**config.mk**
```make
export PLATFORM = sky130hd
export DESIGN_NAME = mips_mc_control
export DESIGN_NICKNAME = d
export VERILOG_FILES = /design/src/rtl/mips_ctrl_pkg.sv /design/src/rtl/mips_mc_control_alu_dec.sv /design/src/rtl/mips_mc_control.sv
export SDC_FILE = /design/constraint.sdc
export NUM_CORES = 1
export LEC_CHECK = 0
export BUFFER_PORTS_ARGS = -buffer_cell sky130_fd_sc_hd__buf_2
export CAP_MARGIN = 20
export CORE_AREA = 2 2 45 47
export DETAILED_ROUTE_END_ITERATION = 7
export DIE_AREA = 0 0 47 49
export GPL_TIMING_DRIVEN = 0
export PLACE_DENSITY = 0.75
export SYNTH_ARGS = -nofsm -noshare
export SYNTH_HDL_FRONTEND = slang
export SYNTH_SLANG_ARGS = --single-unit
```
**constraint.sdc**
```tcl
create_clock -name clk -period 1.2 [get_ports clk]
set_input_delay 0.06 -clock clk [delete_from_list [all_inputs] [get_ports clk]]
set_output_delay 0.06 -clock clk [all_outputs]
set_load 0.01 [all_outputs]
```
**src/rtl/mips_ctrl_pkg.sv**
```systemverilog
// Shared types and encodings for the multicycle MIPS main control FSM.
package mips_ctrl_pkg;

  typedef enum logic [3:0] {
    S_FETCH, S_DECODE, S_MEMADR, S_MEMRD, S_MEMWB, S_MEMWR, S_EXEC,
    S_ALUWB, S_BRANCH, S_ADDIEX, S_ADDIWB, S_JUMP, S_ILLEGAL
  } state_t;

  localparam logic [5:0] OP_RTYPE = 6'h00;
  localparam logic [5:0] OP_LW    = 6'h23;
  localparam logic [5:0] OP_SW    = 6'h2B;
  localparam logic [5:0] OP_BEQ   = 6'h04;
  localparam logic [5:0] OP_ADDI  = 6'h08;
  localparam logic [5:0] OP_J     = 6'h02;

  localparam logic [5:0] FN_SLL = 6'h00;
  localparam logic [5:0] FN_ADD = 6'h20;
  localparam logic [5:0] FN_SUB = 6'h22;
  localparam logic [5:0] FN_AND = 6'h24;
  localparam logic [5:0] FN_OR  = 6'h25;
  localparam logic [5:0] FN_SLT = 6'h2A;

  localparam logic [2:0] ALU_AND = 3'b000;
  localparam logic [2:0] ALU_OR  = 3'b001;
  localparam logic [2:0] ALU_ADD = 3'b010;
  localparam logic [2:0] ALU_SLL = 3'b100;
  localparam logic [2:0] ALU_SUB = 3'b110;
  localparam logic [2:0] ALU_SLT = 3'b111;

  localparam logic [1:0] SRCA_PC    = 2'b00;
  localparam logic [1:0] SRCA_REG   = 2'b01;
  localparam logic [1:0] SRCA_SHAMT = 2'b10;

  localparam logic [1:0] SRCB_REG  = 2'b00;
  localparam logic [1:0] SRCB_FOUR = 2'b01;
  localparam logic [1:0] SRCB_IMM  = 2'b10;
  localparam logic [1:0] SRCB_BR   = 2'b11;

  localparam logic [1:0] PC_ALU    = 2'b00;
  localparam logic [1:0] PC_ALUOUT = 2'b01;
  localparam logic [1:0] PC_JUMP   = 2'b10;

endpackage

```
**src/rtl/mips_mc_control_alu_dec.sv**
```systemverilog
// R-type funct decoder: ALU op and operand-A select, plus whether funct is supported.
module mips_alu_dec
  import mips_ctrl_pkg::*;
(
  input  logic [5:0] funct,
  output logic [2:0] alu_op,
  output logic [1:0] alu_src_a,
  output logic       supported
);

  always_comb begin
    alu_op    = ALU_ADD;
    alu_src_a = SRCA_REG;
    supported = 1'b1;
    case (funct)
      FN_ADD:  alu_op = ALU_ADD;
      FN_SUB:  alu_op = ALU_SUB;
      FN_AND:  alu_op = ALU_AND;
      FN_OR:   alu_op = ALU_OR;
      FN_SLT:  alu_op = ALU_SLT;
      FN_SLL: begin
        alu_op    = ALU_SLL;
        alu_src_a = SRCA_SHAMT;
      end
      default: supported = 1'b0;
    endcase
  end

endmodule

```
**src/rtl/mips_mc_control.sv**
```systemverilog
// Multicycle MIPS main control: Moore FSM whose outputs decode from the registered
// state, with memory strobes qualified by mem_ready and branch PC write by zero.
module mips_mc_control
  import mips_ctrl_pkg::*;
#(
  parameter int RESET_TO_FETCH = 1
) (
  input  logic       clk,
  input  logic       rst_n,
  input  logic [5:0] opcode,
  input  logic [5:0] funct,
  input  logic       zero,
  input  logic       mem_ready,
  output logic       mem_read,
  output logic       mem_write,
  output logic       iord,
  output logic       ir_write,
  output logic       reg_write,
  output logic       reg_dst,
  output logic       mem_to_reg,
  output logic [1:0] alu_src_a,
  output logic [1:0] alu_src_b,
  output logic [2:0] alu_op,
  output logic [1:0] pc_src,
  output logic       pc_en,
  output logic       illegal
);

  localparam state_t RESET_STATE = (RESET_TO_FETCH != 0) ? S_FETCH : S_FETCH;

  state_t     state_q, state_d;
  logic [2:0] dec_alu_op;
  logic [1:0] dec_src_a;
  logic       dec_ok;

  mips_alu_dec u_alu_dec (
    .funct     (funct),
    .alu_op    (dec_alu_op),
    .alu_src_a (dec_src_a),
    .supported (dec_ok)
  );

  always_comb begin
    state_d = state_q;
    case (state_q)
      S_FETCH:  if (mem_ready) state_d = S_DECODE;
      S_DECODE: begin
        case (opcode)
          OP_LW, OP_SW: state_d = S_MEMADR;
          OP_RTYPE:     state_d = dec_ok ? S_EXEC : S_ILLEGAL;
          OP_BEQ:       state_d = S_BRANCH;
          OP_ADDI:      state_d = S_ADDIEX;
          OP_J:         state_d = S_JUMP;
          default:      state_d = S_ILLEGAL;
        endcase
      end
      S_MEMADR: state_d = (opcode == OP_LW) ? S_MEMRD : S_MEMWR;
      S_MEMRD:  if (mem_ready) state_d = S_MEMWB;
      S_MEMWR:  if (mem_ready) state_d = S_FETCH;
      S_EXEC:   state_d = S_ALUWB;
      S_ADDIEX: state_d = S_ADDIWB;
      default:  state_d = S_FETCH;
    endcase
  end

  always_ff @(posedge clk or negedge rst_n) begin
    if (!rst_n) state_q <= RESET_STATE;
    else        state_q <= state_d;
  end

  always_comb begin
    mem_read   = 1'b0;
    mem_write  = 1'b0;
    iord       = 1'b0;
    ir_write   = 1'b0;
    reg_write  = 1'b0;
    reg_dst    = 1'b0;
    mem_to_reg = 1'b0;
    alu_src_a  = SRCA_PC;
    alu_src_b  = SRCB_REG;
    alu_op     = ALU_ADD;
    pc_src     = PC_ALU;
    pc_en      = 1'b0;
    illegal    = 1'b0;
    case (state_q)
      S_FETCH: begin
        mem_read  = 1'b1;
        alu_src_b = SRCB_FOUR;
        ir_write  = mem_ready;
        pc_en     = mem_ready;
      end
      S_DECODE: alu_src_b = SRCB_BR;
      S_MEMADR, S_ADDIEX: begin
        alu_src_a = SRCA_REG;
        alu_src_b = SRCB_IMM;
      end
      S_MEMRD: begin
        mem_read = 1'b1;
        iord     = 1'b1;
      end
      S_MEMWB: begin
        reg_write  = 1'b1;
        mem_to_reg = 1'b1;
      end
      S_MEMWR: begin
        iord      = 1'b1;
        mem_write = mem_ready;
      end
      S_EXEC: begin
        alu_src_a = dec_src_a;
        alu_op    = dec_alu_op;
      end
      S_ALUWB: begin
        reg_write = 1'b1;
        reg_dst   = 1'b1;
      end
      S_BRANCH: begin
        alu_src_a = SRCA_REG;
        alu_op    = ALU_SUB;
        pc_src    = PC_ALUOUT;
        pc_en     = zero;
      end
      S_ADDIWB: reg_write = 1'b1;
      S_JUMP: begin
        pc_src = PC_JUMP;
        pc_en  = 1'b1;
      end
      S_ILLEGAL: illegal = 1'b1;
      default: ;
    endcase
    // State resets asynchronously, but mem_ready-qualified FETCH strobes still need
    // gating so nothing is requested or written while rst_n is low.
    if (!rst_n) begin
      mem_read  = 1'b0;
      mem_write = 1'b0;
      ir_write  = 1'b0;
      reg_write = 1'b0;
      pc_en     = 1'b0;
      illegal   = 1'b0;
    end
  end

endmodule

```
==> run summary <==
I/O Buffers -> 32
Layout area overhead -> 83.5%
Post-Syn Instances -> 98
first-pass GRT wire length -> 4290 um
failing checks -> setup timing
startpoint type of the worst setup path -> flip-flop
htree depth -> 1
Setup WS post-layout -> -0.332 ns
Max stage delay on crit path -> 0.43 ns
Slew HR -> 58.4%
reg2reg setup slack -> -0.15 ns
final wirelength -> 2790 um
Longest Clk Path Bufs -> 2
total power -> 0.00244 W
ANT cells -> 0
PwrDens -> 1870 mW/mm2
Placed Cells -> 157
CP endpoint -> alu_src_a[1]
Routed Antenna Nets -> 0
flops & latches, synth -> 4
post-synthesis adder-cell area fraction -> 1.58%
critical path peak fanout -> 5
max-slew violations -> 0
CP endpoint kind -> output port
area post-placement -> 926 um2
Worst Clk Skew -> 0.0125 ns
Design Area, Final -> 0.00131 mm2
Synth area leader -> dfrtp_1
fmax -> 0.653 GHz
ranking of synthesized cells by area -> dfrtp_1 (14%), nor3_1 (9.1%), nand2b_1 (5.3%)
syn_nets -> 114
Synth warnings -> 0
most common cell after layout, fill and taps aside -> buf_2
clock sink count -> 4
pin count of the biggest net entering global routing -> 11
post-synthesis mux area share -> 2.99%
routed vias/inst -> 5.72
status -> finished with violations
vias in the first global route -> 956
complex-gate fraction of the synthesized area -> 23.0%
Cell Count, Final, Fillers Out -> 178
mean area per synthesized cell -> 7.26 um2
Worst R2R Path Depth -> 6
crit path kind -> flip-flop to output port
maxcap violations -> 0
RR Endpoint -> state_q[2]
RSZ-0062 raised after global routing -> yes
max reg flops -> 4
CTS clk-pin slew, worst paths -> 0.04 ns
CTS tree -> done
Global Route Usage Sum -> 25.1%
root buffer cell -> clkbuf_4
CTS buffer count -> 3
core footprint -> 0.00184 mm2
endpoints failing hold -> 0
IO Pins -> 34
worst vdd ir -> 0.941 mV
Yosys cell types -> 45
Setup WS pre-CTS -> -0.221 ns
DP HPWL -> 1520 um
Synth Area in Simple Gates -> 50.1%
gr ovfl total -> 0
initial antenna violation count -> 0
setup violators final -> 21
Regs by FF count -> state_q x4
Reg with most FFs -> state_q
ratio of cells with drive above 1 in the final layout -> 60.3%
# DRC -> 0
placement row count -> 16
post-synthesis xor/xnor area fraction -> 3.69%
Post-synth ARST share -> 100%
Die Span X -> 47 um
clk_lat worst skew -> 0.25 ns
sequential-to-total area share from yosys stat -> 14.1%
DR pass1 iterations -> 4
post-synth design cell area -> 712 um2
slowest CP cell -> dfrtp_2
worst reg2reg startpoint -> state_q[1]
Post-synth EDFFs -> 0
P_leak -> 0.601 nW
total number of vias -> 1,018
DR iter-0 viols -> 28
Initial Util -> 38.7%
Least-Margin Pin Slew -> 0.618 ns
minimum clock period -> 1.53 ns
largest family of logic cells by synthesized area -> simple AND/OR/NAND/NOR gates
die span in y -> 49 um
data arrival time of the worst path -> 1.47 ns
die area -> 0.00230 mm2
Main synth FF type -> dfrtp_1
final clock period utilization by the worst path -> 128%
Synth top area share -> 14.1%
Worst Path Required -> 1.14 ns
Nets -> 168
Routed WL per cell -> 15.7 um
crit path from -> state_q[3]
GPL Wtd Cong -> 0.785
crit-path cells -> nand2b_4 > nor4b_4 > and3_1 > buf_2
commonest non-fill, non-tap cells in the layout -> buf_2 (30), buf_6 (11), buf_4 (10)
Hold WC Path Type -> primary input to flip-flop
[cell families (layout without fill, tap and decap cells)]
family / Yosys count / after routing
AO/OA/AOI/OAI: 23 / 23
multiplexers: 2 / 2
flip-flops: 4 / 4
adder cells (fa/ha/maj): 1 / 1
AND/OR/NAND/NOR: 59 / 59
buffers and inverters: 6 / 59
XOR/XNOR: 3 / 3
[cells in the mapped netlist (all sizes together), types with 2 or more instances]
master / number
nor3: 14
nor2: 8
nand2: 6
nand2b: 6
a21oi: 5
dfrtp: 4
nand3: 4
nor2b: 4
o21ai: 4
buf: 3
a21o: 2
and2: 2
and3: 2
clkbuf: 2
nor4: 2
o2bb2ai: 2
or4: 2
xnor2: 2
[where the power goes]
part           total [W]  internal (W)  leakage [nW]  switching, W
Combinational    0.00194       0.00101         0.539      0.000937
Sequential      0.000300      0.000196        0.0471      0.000104
Clock           0.000197      0.000126        0.0150     0.0000710
Total            0.00244       0.00133         0.601       0.00111
[critical path: cells and delay by family, from the launching register on]
kind	cells	cell delay (ns)
and+or+nand+nor	3	0.68
buffers and inverters	1	0.12
DFF	1	0.43
[how the worst min path moves through the flow]
stage                   start    endpoint  slack [ns]  cells after the start
global route        opcode[4]  state_q[1]        0.22                      3
global placement        rst_n  state_q[1]       -0.10                      1
finish              opcode[4]  state_q[1]        0.22                      3
floorplan               rst_n  state_q[0]       -0.24                      0
detailed placement      rst_n  state_q[3]       -0.10                      1
CTS                 opcode[4]  state_q[1]        0.20                      3
[layout make-up]
type / instances / area [um2]
sequential: 4 / 105
inverter: 1 / 3.75
tap: 27 / 33.8
timing repair buffer: 49 / 325
clock buffer: 4 / 26.3
fill: 149 / 536
buffer: 5 / 66.3
multi-input combinational: 88 / 746
[per-stage QoR]
step / TNS [ns] / utilization, % / hold slack, ns
final: -4.00 / 70.9 / 0.216
after global routing: -5.38 / 70.9 / 0.222
after CTS: -3.70 / 65.7 / 0.196
after detailed placement: -1.93 / 50.3 / -0.102
after global placement: -1.60 / 50.3 / -0.103
after floorplan: -0.0667 / - / -0.236
[layer usage]
| metal | up-vias | track usage, % | part of all wire [%] |
|---|---|---|---|
| met4 | 0 | 7.87 | 0.21 |
| met1 | 487 | 31.6 | 42 |
| met3 | 2 | 6.67 | 5.3 |
| met2 | 43 | 40.4 | 52 |
| li1 | 486 | - | - |
| met5 | - | 0 | 0 |
[repair_timing]
| item | 4_1_cts | 5_1_grt |
|---|---|---|
| setup endpoints to repair | 20 | 21 |
| setup buffers | 13 | 6 |
| gates resized for setup | 39 | 18 |
| endpoints found under the hold margin | 4 | 0 |
| hold buffers | 1 | 0 |
| pin swaps | 12 | 8 |
Power figures use the tool's default switching activity.
